`src/rtl/painterengine_gpu_dma_reader.sv`:
```
// rtl/painterengine_gpu_dma_reader.sv - AXI4 read master of the GPU DMA streaming words to one of 4 consumers
// Optional handshake watchdog: define PAINTERENGINE_GPU_READER_TIMEOUT_EN.
module painterengine_gpu_dma_reader #(
  parameter int PARAM_MAX_BURST = 256,
  parameter int PARAM_TIMEOUT   = 256
) (
  input  logic         i_wire_clock,
  input  logic         i_wire_reset,
  input  logic [3:0]   i_wire_router,
  input  logic [127:0] i_wire_address,
  input  logic [127:0] i_wire_length,
  output logic [127:0] o_wire_data,
  output logic [3:0]   o_wire_data_valid,
  input  logic [3:0]   i_wire_data_next,
  output logic         o_wire_done,
  output logic         o_wire_error,
  output logic [2:0]   o_wire_error_type,
  output logic         o_wire_M_AXI_ARID,
  output logic [31:0]  o_wire_M_AXI_ARADDR,
  output logic [7:0]   o_wire_M_AXI_ARLEN,
  output logic [2:0]   o_wire_M_AXI_ARSIZE,
  output logic [1:0]   o_wire_M_AXI_ARBURST,
  output logic         o_wire_M_AXI_ARLOCK,
  output logic [3:0]   o_wire_M_AXI_ARCACHE,
  output logic [2:0]   o_wire_M_AXI_ARPROT,
  output logic [3:0]   o_wire_M_AXI_ARQOS,
  output logic         o_wire_M_AXI_ARVALID,
  input  logic         i_wire_M_AXI_ARREADY,
  input  logic         i_wire_M_AXI_RID,
  input  logic [31:0]  i_wire_M_AXI_RDATA,
  input  logic [1:0]   i_wire_M_AXI_RRESP,
  input  logic         i_wire_M_AXI_RLAST,
  input  logic         i_wire_M_AXI_RVALID,
  output logic         o_wire_M_AXI_RREADY
);
  localparam int LOG_BURST = $clog2(PARAM_MAX_BURST);

  typedef enum logic [4:0] {
    ST_ROUTING = 5'h01, ST_PARAM_CHECK = 5'h02, ST_CALC = 5'h03, ST_ADDR = 5'h04,
    ST_DATA = 5'h05, ST_DRAIN = 5'h06, ST_DONE = 5'h07,
    ST_ROUTING_ERR = 5'h10, ST_ALIGN_ERR = 5'h11, ST_LENGTH_ERR = 5'h12, ST_AR_TIMEOUT = 5'h13,
    ST_R_TIMEOUT = 5'h14, ST_RRESP_ERR = 5'h15, ST_RLAST_ERR = 5'h16
  } state_t;

  state_t      state;
  logic [1:0]  idx;
  logic [31:0] address, length, offset, araddr;
  logic [8:0]  beats, beat_cnt;
  logic [7:0]  arlen;
  logic        arvalid, hold_valid;
  logic [31:0] hold_data;

  logic [1:0]  route_idx;
  logic        route_onehot;
  logic [29:0] calc_word;
  logic [8:0]  to_bound, calc_beats;
  logic [31:0] remaining;
  logic        next_sel, consumer_hs, rready, r_hs, final_beat, wd_expired;
  logic        unused_rid;

  assign unused_rid = i_wire_M_AXI_RID;

  always_comb begin
    route_idx    = 2'd0;
    route_onehot = 1'b1;
    case (i_wire_router)
      4'b0001: route_idx = 2'd0;
      4'b0010: route_idx = 2'd1;
      4'b0100: route_idx = 2'd2;
      4'b1000: route_idx = 2'd3;
      default: route_onehot = 1'b0;
    endcase
  end

  // Burst length is capped both by the remaining words and by the distance to the next burst-aligned boundary.
  always_comb begin
    calc_word  = address[31:2] + offset[29:0];
    to_bound   = 9'(PARAM_MAX_BURST) - 9'(calc_word[LOG_BURST-1:0]);
    remaining  = length - offset;
    calc_beats = (remaining < {23'd0, to_bound}) ? remaining[8:0] : to_bound;
  end

  assign next_sel    = i_wire_data_next[idx];
  assign consumer_hs = hold_valid && next_sel;
  assign rready      = (state == ST_DATA) && (!hold_valid || next_sel);
  assign r_hs        = i_wire_M_AXI_RVALID && rready;
  assign final_beat  = (beat_cnt == beats - 9'd1);

`ifdef PAINTERENGINE_GPU_READER_TIMEOUT_EN
  logic [15:0] wd;
  always_ff @(posedge i_wire_clock) begin
    if (i_wire_reset || !((state == ST_ADDR && !i_wire_M_AXI_ARREADY) ||
                          (state == ST_DATA && !i_wire_M_AXI_RVALID)))
      wd <= 16'd0;
    else if (wd != 16'hFFFF)
      wd <= wd + 16'd1;
  end
  assign wd_expired = (wd >= 16'(PARAM_TIMEOUT - 1));
`else
  localparam int unused_timeout = PARAM_TIMEOUT;
  assign wd_expired = 1'b0;
`endif

  always_ff @(posedge i_wire_clock) begin
    if (i_wire_reset) begin
      state      <= ST_ROUTING;
      idx        <= 2'd0;
      address    <= 32'd0;
      length     <= 32'd0;
      offset     <= 32'd0;
      beats      <= 9'd0;
      beat_cnt   <= 9'd0;
      araddr     <= 32'd0;
      arlen      <= 8'd0;
      arvalid    <= 1'b0;
      hold_valid <= 1'b0;
      hold_data  <= 32'd0;
    end else begin
      if (consumer_hs) hold_valid <= 1'b0;
      case (state)
        ST_ROUTING: if (i_wire_router != 4'd0) begin
          if (route_onehot) begin
            idx     <= route_idx;
            address <= i_wire_address[{route_idx, 5'd0} +: 32];
            length  <= i_wire_length[{route_idx, 5'd0} +: 32];
            offset  <= 32'd0;
            state   <= ST_PARAM_CHECK;
          end else begin
            state <= ST_ROUTING_ERR;
          end
        end
        ST_PARAM_CHECK: begin
          if (address[1:0] != 2'd0)  state <= ST_ALIGN_ERR;
          else if (length == 32'd0)  state <= ST_LENGTH_ERR;
          else                       state <= ST_CALC;
        end
        ST_CALC: begin
          araddr  <= {calc_word, 2'b00};
          arlen   <= 8'(calc_beats - 9'd1);
          beats   <= calc_beats;
          arvalid <= 1'b1;
          state   <= ST_ADDR;
        end
        ST_ADDR: begin
          if (i_wire_M_AXI_ARREADY) begin
            arvalid  <= 1'b0;
            beat_cnt <= 9'd0;
            state    <= ST_DATA;
          end else if (wd_expired) begin
            arvalid <= 1'b0;
            state   <= ST_AR_TIMEOUT;
          end
        end
        ST_DATA: begin
          if (r_hs) begin
            if (i_wire_M_AXI_RRESP[1]) begin
              hold_valid <= 1'b0;
              state      <= ST_RRESP_ERR;
            end else if (i_wire_M_AXI_RLAST != final_beat) begin
              hold_valid <= 1'b0;
              state      <= ST_RLAST_ERR;
            end else begin
              hold_data  <= i_wire_M_AXI_RDATA;
              hold_valid <= 1'b1;
              beat_cnt   <= beat_cnt + 9'd1;
              if (final_beat) begin
                offset <= offset + 32'(beats);
                state  <= (offset + 32'(beats) >= length) ? ST_DRAIN : ST_CALC;
              end
            end
          end else if (!i_wire_M_AXI_RVALID && wd_expired) begin
            state <= ST_R_TIMEOUT;
          end
        end
        ST_DRAIN: if (!hold_valid) state <= ST_DONE;
        ST_DONE:  if (i_wire_router == 4'd0) state <= ST_ROUTING;
        default: ;
      endcase
    end
  end

  always_comb begin
    o_wire_data       = 128'd0;
    o_wire_data_valid = 4'd0;
    if (hold_valid) begin
      o_wire_data[{idx, 5'd0} +: 32] = hold_data;
      o_wire_data_valid[idx]         = 1'b1;
    end
  end

  assign o_wire_done          = (state == ST_DONE);
  assign o_wire_error         = state[4];
  assign o_wire_error_type    = state[4] ? state[2:0] : 3'd0;
  assign o_wire_M_AXI_ARID    = 1'b0;
  assign o_wire_M_AXI_ARADDR  = araddr;
  assign o_wire_M_AXI_ARLEN   = arlen;
  assign o_wire_M_AXI_ARSIZE  = 3'b010;
  assign o_wire_M_AXI_ARBURST = 2'b01;
  assign o_wire_M_AXI_ARLOCK  = 1'b0;
  assign o_wire_M_AXI_ARCACHE = 4'b0010;
  assign o_wire_M_AXI_ARPROT  = 3'd0;
  assign o_wire_M_AXI_ARQOS   = 4'd0;
  assign o_wire_M_AXI_ARVALID = arvalid;
  assign o_wire_M_AXI_RREADY  = rready;
endmodule

```
`config.mk`:
```
export PLATFORM = sky130hd
export DESIGN_NAME = painterengine_gpu_dma_reader
export DESIGN_NICKNAME = d
export VERILOG_FILES = /design/src/rtl/painterengine_gpu_dma_reader.sv
export SDC_FILE = /design/constraint.sdc
export NUM_CORES = 1
export LEC_CHECK = 0
export ABC_AREA = 1
export ABC_CLOCK_PERIOD_IN_PS = 5000
export BUFFER_PORTS_ARGS = -buffer_cell sky130_fd_sc_hd__buf_2
export CAP_MARGIN = 20
export CORE_MARGIN = 1
export CORE_UTILIZATION = 40
export CTS_CLUSTER_DIAMETER = 80
export DETAILED_ROUTE_END_ITERATION = 12
export MAX_ROUTING_LAYER = met4
export PLACE_DENSITY_LB_ADDON = 0.3
export SLEW_MARGIN = 20
export SYNTH_ARGS = -nofsm -noshare
export SYNTH_HDL_FRONTEND = slang
export SYNTH_SLANG_ARGS = --single-unit
```
`constraint.sdc`:
```
create_clock -name i_wire_clock -period 5 [get_ports i_wire_clock]
set_clock_uncertainty 0.1 [all_clocks]
set_input_delay 1 -clock i_wire_clock [delete_from_list [all_inputs] [get_ports i_wire_clock]]
set_output_delay 1 -clock i_wire_clock [all_outputs]
set_load 0.005 [all_outputs]
```
==> tab_implementation.tex <==
\begin{tabular}{lr}
\hline
Metric & Value \\
\hline
\multicolumn{2}{l}{\textbf{Floorplan}} \\
Core region area & 42,040 um\^{}2 \\
Top-Level Pins & 501 \\
Placement row count & 75 \\
Die X & 208.7 um \\
Die Outline Area & 43,560 um\^{}2 \\
Die Y-Extent & 208.7 um \\
Starting utilization of the core area & 40.65\% \\
\multicolumn{2}{l}{\textbf{Global route}} \\
Via count of the first global-routing pass & 17,420 \\
Total GRT Usage & 27.55\% \\
GRT overflow & 0 \\
Wire length of the first global-routing pass & 93,480 um \\
Maximum number of pins on one net before global-route repair & 72 \\
Number of antenna violations at the first check in global routing & 0 \\
\multicolumn{2}{l}{\textbf{Timing}} \\
Headroom to the max-slew limit & 28.93\% \\
Period utilisation layout & 90.19\% \\
Final setup violation count & 0 \\
Final hold violation count & 0 \\
Unrepaired setup endpoints after global routing & no \\
Slew of the pin with the lowest slew margin & 1.063 ns \\
Setup TNS Final & 0 ns \\
Maximum operating frequency & 0.2218 GHz \\
Final Max Tran Viols & 0 \\
Shortest clock period the worst path allows after layout & 4.509 ns \\
\multicolumn{2}{l}{\textbf{CTS}} \\
Maximum clock insertion buffer count & 2 \\
Clock buffers created by TritonCTS & 17 \\
Max H-tree Level & 4 \\
Cell at the root of the clock tree & sky130\_fd\_sc\_hd\_\_clkbuf\_16 \\
Total setup buffers inserted after CTS & 0 \\
Clock tree from TritonCTS & yes \\
Clock tree sinks & 192 \\
Clk Latency, worst-skew pair & 0.46 ns \\
Worst-path clk slew & 0.08 ns \\
\multicolumn{2}{l}{\textbf{Worst setup path}} \\
Top Family by Delay on Critical Path & simple AND/OR/NAND/NOR gates \\
Buffer and inverter count on the worst path & 3 \\
Path depth of the worst reg2reg path & 28 \\
Sort of element at the end of the critical path & register \\
Flop-to-flop setup slack & 0.49 ns \\
Endpoint of the lowest-slack register-to-register path & state[0]\$\_SDFFE\_PP1P\_ \\
Critical Path Fanout Max & 4 \\
Worst Path Class, Setup & reg -> reg \\
End of the critical path & state[0]\$\_SDFFE\_PP1P\_ \\
CP max-delay cell & sky130\_fd\_sc\_hd\_\_dfxtp\_1 \\
Worst r2r src & beats[0]\$\_SDFFE\_PP0P\_ \\
Maximum cell stage delay along the critical path & 0.44 ns \\
Cell occurring most often along the worst timing path & sky130\_fd\_sc\_hd\_\_nand2\_1 \\
CP Launch Point & beats[0]\$\_SDFFE\_PP0P\_ \\
Category of the worst setup path launch point & register \\
CP arrival & 4.80 ns \\
Cell depth of the worst setup path & 28 \\
Worst Path Required & 5.29 ns \\
\multicolumn{2}{l}{\textbf{Run status}} \\
Run status & complete, no violations \\
\multicolumn{2}{l}{\textbf{Pwr}} \\
Max VDD drop & 0.0001924 V \\
Power density normalized to cell area & 397.4 nW/um\^{}2 \\
Total power after layout & 8.149 mW \\
Leakage component of the power & 10.77 nW \\
\multicolumn{2}{l}{\textbf{Finish}} \\
Leading cell type in the layout, fill and taps excluded & sky130\_fd\_sc\_hd\_\_nand2\_1 \\
Final cell area excluding filler cells & 20,510 um\^{}2 \\
Fill cell instance count of the final layout & 4,497 \\
Share of layout cells above drive strength 1 & 19.35\% \\
Synthesis-to-layout area growth & 19.99\% \\
Ant. Diodes & 0 \\
Net count, final & 3,600 \\
Commonest cells after routing, fill and taps aside & sky130\_fd\_sc\_hd\_\_nand2\_1 (521), sky130\_fd\_sc\_hd\_\_buf\_2 (478), sky130\_fd\_sc\_hd\_\_inv\_1 (429) \\
\multicolumn{2}{l}{\textbf{Synthesis}} \\
Synth unique cells & 55 \\
Complex-gate fraction of the synthesized area & 20.63\% \\
Yosys synthesis warning count & 0 \\
Leading post-synthesis cells by cell area & sky130\_fd\_sc\_hd\_\_dfxtp\_1 (22\%), sky130\_fd\_sc\_hd\_\_nand2\_1 (11\%), sky130\_fd\_sc\_hd\_\_inv\_1 (9.5\%) \\
Post-synth top area share & 22.49\% \\
Area of the mapped netlist & 17,090 um\^{}2 \\
Total of flip-flops plus latches after synthesis & 192 \\
Proportion of synthesized chip area in sequential cells & 22.49\% \\
Combinational family with the most area after synthesis & simple AND/OR/NAND/NOR gates \\
Flip-flop cell with the highest count after synthesis & sky130\_fd\_sc\_hd\_\_dfxtp\_1 \\
Simple logic cell fraction of the synthesized area & 29.62\% \\
Synth Instances & 2,780 \\
Async set-reset flop share out of synthesis & 0\% \\
Largest area contributor in the netlist & sky130\_fd\_sc\_hd\_\_dfxtp\_1 \\
Average instance area after synthesis & 6.148 um\^{}2 \\
Adder-cell area share of the yosys netlist & 8.990\% \\
XOR/XNOR Fraction of Synth Area & 4.451\% \\
Number of enable flip-flop cells after synthesis & 0 \\
Portion of netlist area occupied by mux cells & 0\% \\
\multicolumn{2}{l}{\textbf{Routing}} \\
Starting DRC count in detailed routing & 1,613 \\
Vias after detailed routing & 19,390 \\
Post-DR wirelength/cell & 16.06 um \\
Overall routed net length & 59,860 um \\
DRC violation count after routing & 0 \\
First-pass iteration count of the detailed router & 6 \\
Vias per inst & 5.203 \\
Number of nets still failing antenna checks after routing & 0 \\
\multicolumn{2}{l}{\textbf{Place}} \\
Number of port buffers & 478 \\
DP Area & 19,860 um\^{}2 \\
DP HPWL & 47,190 um \\
Last weighted congestion value of the routability-driven placer & 1.005 \\
\multicolumn{2}{l}{\textbf{Flow run}} \\
\# Max-Cap Violations & 0 \\
\multicolumn{2}{l}{\textbf{Worst hold path}} \\
Startpoint of the worst hold path & offset[30]\$\_SDFFE\_PP0P\_ \\
Worst min-delay path class & reg -> reg \\
\hline
\end{tabular}
area by class of cell:
cell class | instances | area [um^2] | share of cell area, %
Multi-Input combinational cell | 2007 | 10990 | 53.62
Timing Repair Buffer | 512 | 2688 | 13.11
Clock buffer | 18 | 429.2 | 2.093
Sequential cell | 192 | 3844 | 18.74
Tap cell | 539 | 674.4 | 3.289
Inverter | 445 | 1674 | 8.164
Clock inverter | 14 | 202.7 | 0.9885
cell families after synthesis:
kind of cell             Yosys count
XOR/XNOR                          86
AO/OA/AOI/OAI                    592
adder cells (fa/ha/maj)          121
other                              2
buffers and inverters            599
AND/OR/NAND/NOR                 1188
flip-flops                       192
what timing repair did:
| action | 4_1_cts | 5_1_grt |
|---|---|---|
| gates resized for setup | 0 | 2 |
| hold buffers | 0 | 0 |
| setup endpoints to repair | 0 | 3 |
| endpoints found under the hold margin | 0 | 0 |
per-stage QoR:
stage	cells	hold WS, ns	setup slack (ns)	util, %
6_report	3727	0.3685	0.4906	48.78
3_5_place_dp	3694	0.3583	0.2633	47.23
4_1_cts	3726	0.3690	0.2291	48.73
5_1_grt	3727	0.4076	0.04946	48.78
3_3_place_gp	3693	0.3556	0.3333	47.19
2_1_floorplan	2798	0.3445	0.9417	-
per-layer routing:
layer	global-route usage [%]	share of wire, %	wire (um)
met1	34.17	45	26720
met2	46.38	47	28370
met3	3.547	5.4	3209
met4	8.494	2.6	1562
met5	-	0	0
sequential cells by signal, summed over array words and instances (netlist names):
name                  flops
address                  32
beats                     9
offset                   32
hold_data                32
o_wire_M_AXI_ARADDR      30
length                   32
o_wire_M_AXI_ARLEN        8
idx                       2
o_wire_M_AXI_ARVALID      1
hold_valid                1
state                     4
beat_cnt                  9
cell usage after synthesis (4+ instances only):
cell type                  instances
sky130_fd_sc_hd__a211oi_1          7
sky130_fd_sc_hd__a21boi_0          7
sky130_fd_sc_hd__a21boi_1          4
sky130_fd_sc_hd__a21oi_1         172
sky130_fd_sc_hd__a31oi_1           4
sky130_fd_sc_hd__and2_1            5
sky130_fd_sc_hd__buf_1            15
sky130_fd_sc_hd__buf_2             9
sky130_fd_sc_hd__buf_4            23
sky130_fd_sc_hd__clkbuf_1        106
sky130_fd_sc_hd__dfxtp_1         192
sky130_fd_sc_hd__ha_1            118
sky130_fd_sc_hd__inv_1           433
sky130_fd_sc_hd__inv_2            10
sky130_fd_sc_hd__nand2_1         521
sky130_fd_sc_hd__nand2_2          16
sky130_fd_sc_hd__nand3_1         112
sky130_fd_sc_hd__nand3b_1          4
sky130_fd_sc_hd__nand4_1          24
sky130_fd_sc_hd__nor2_1          375
sky130_fd_sc_hd__nor2_2           13
sky130_fd_sc_hd__nor3_1           51
sky130_fd_sc_hd__nor4_1           46
sky130_fd_sc_hd__o211ai_1         80
sky130_fd_sc_hd__o21a_1            4
sky130_fd_sc_hd__o21ai_0         222
sky130_fd_sc_hd__o21ai_1           9
sky130_fd_sc_hd__o21bai_1          4
sky130_fd_sc_hd__o221ai_1         64
sky130_fd_sc_hd__or2_2             5
sky130_fd_sc_hd__xnor2_1          28
sky130_fd_sc_hd__xor2_1           57
worst min-delay path by stage:
stage,endpoint,slack (ns),cells past startpoint
floorplan,offset[30]$_SDFFE_PP0P_,0.34,2
global placement,offset[30]$_SDFFE_PP0P_,0.36,2
detailed placement,offset[30]$_SDFFE_PP0P_,0.36,2
CTS,offset[30]$_SDFFE_PP0P_,0.37,2
global route,o_wire_M_AXI_ARLEN[0]$_SDFFE_PP0P_,0.41,2
finish,offset[30]$_SDFFE_PP0P_,0.37,2
tightest hold or removal path, stage by stage, from the launching register on:
cell and delay (ns):
sky130_fd_sc_hd__dfxtp_1 0.31, sky130_fd_sc_hd__nand2_1 0.06, sky130_fd_sc_hd__a21oi_1 0.05
where the power goes:
group / internal (mW) / switching, mW / total, mW
registers: 1.77 / 0.232 / 2.00
clock network: 0.847 / 0.650 / 1.50
logic: 1.64 / 3.01 / 4.65
total: 4.26 / 3.89 / 8.15
Note: power is estimated with default switching activity, not from simulation.
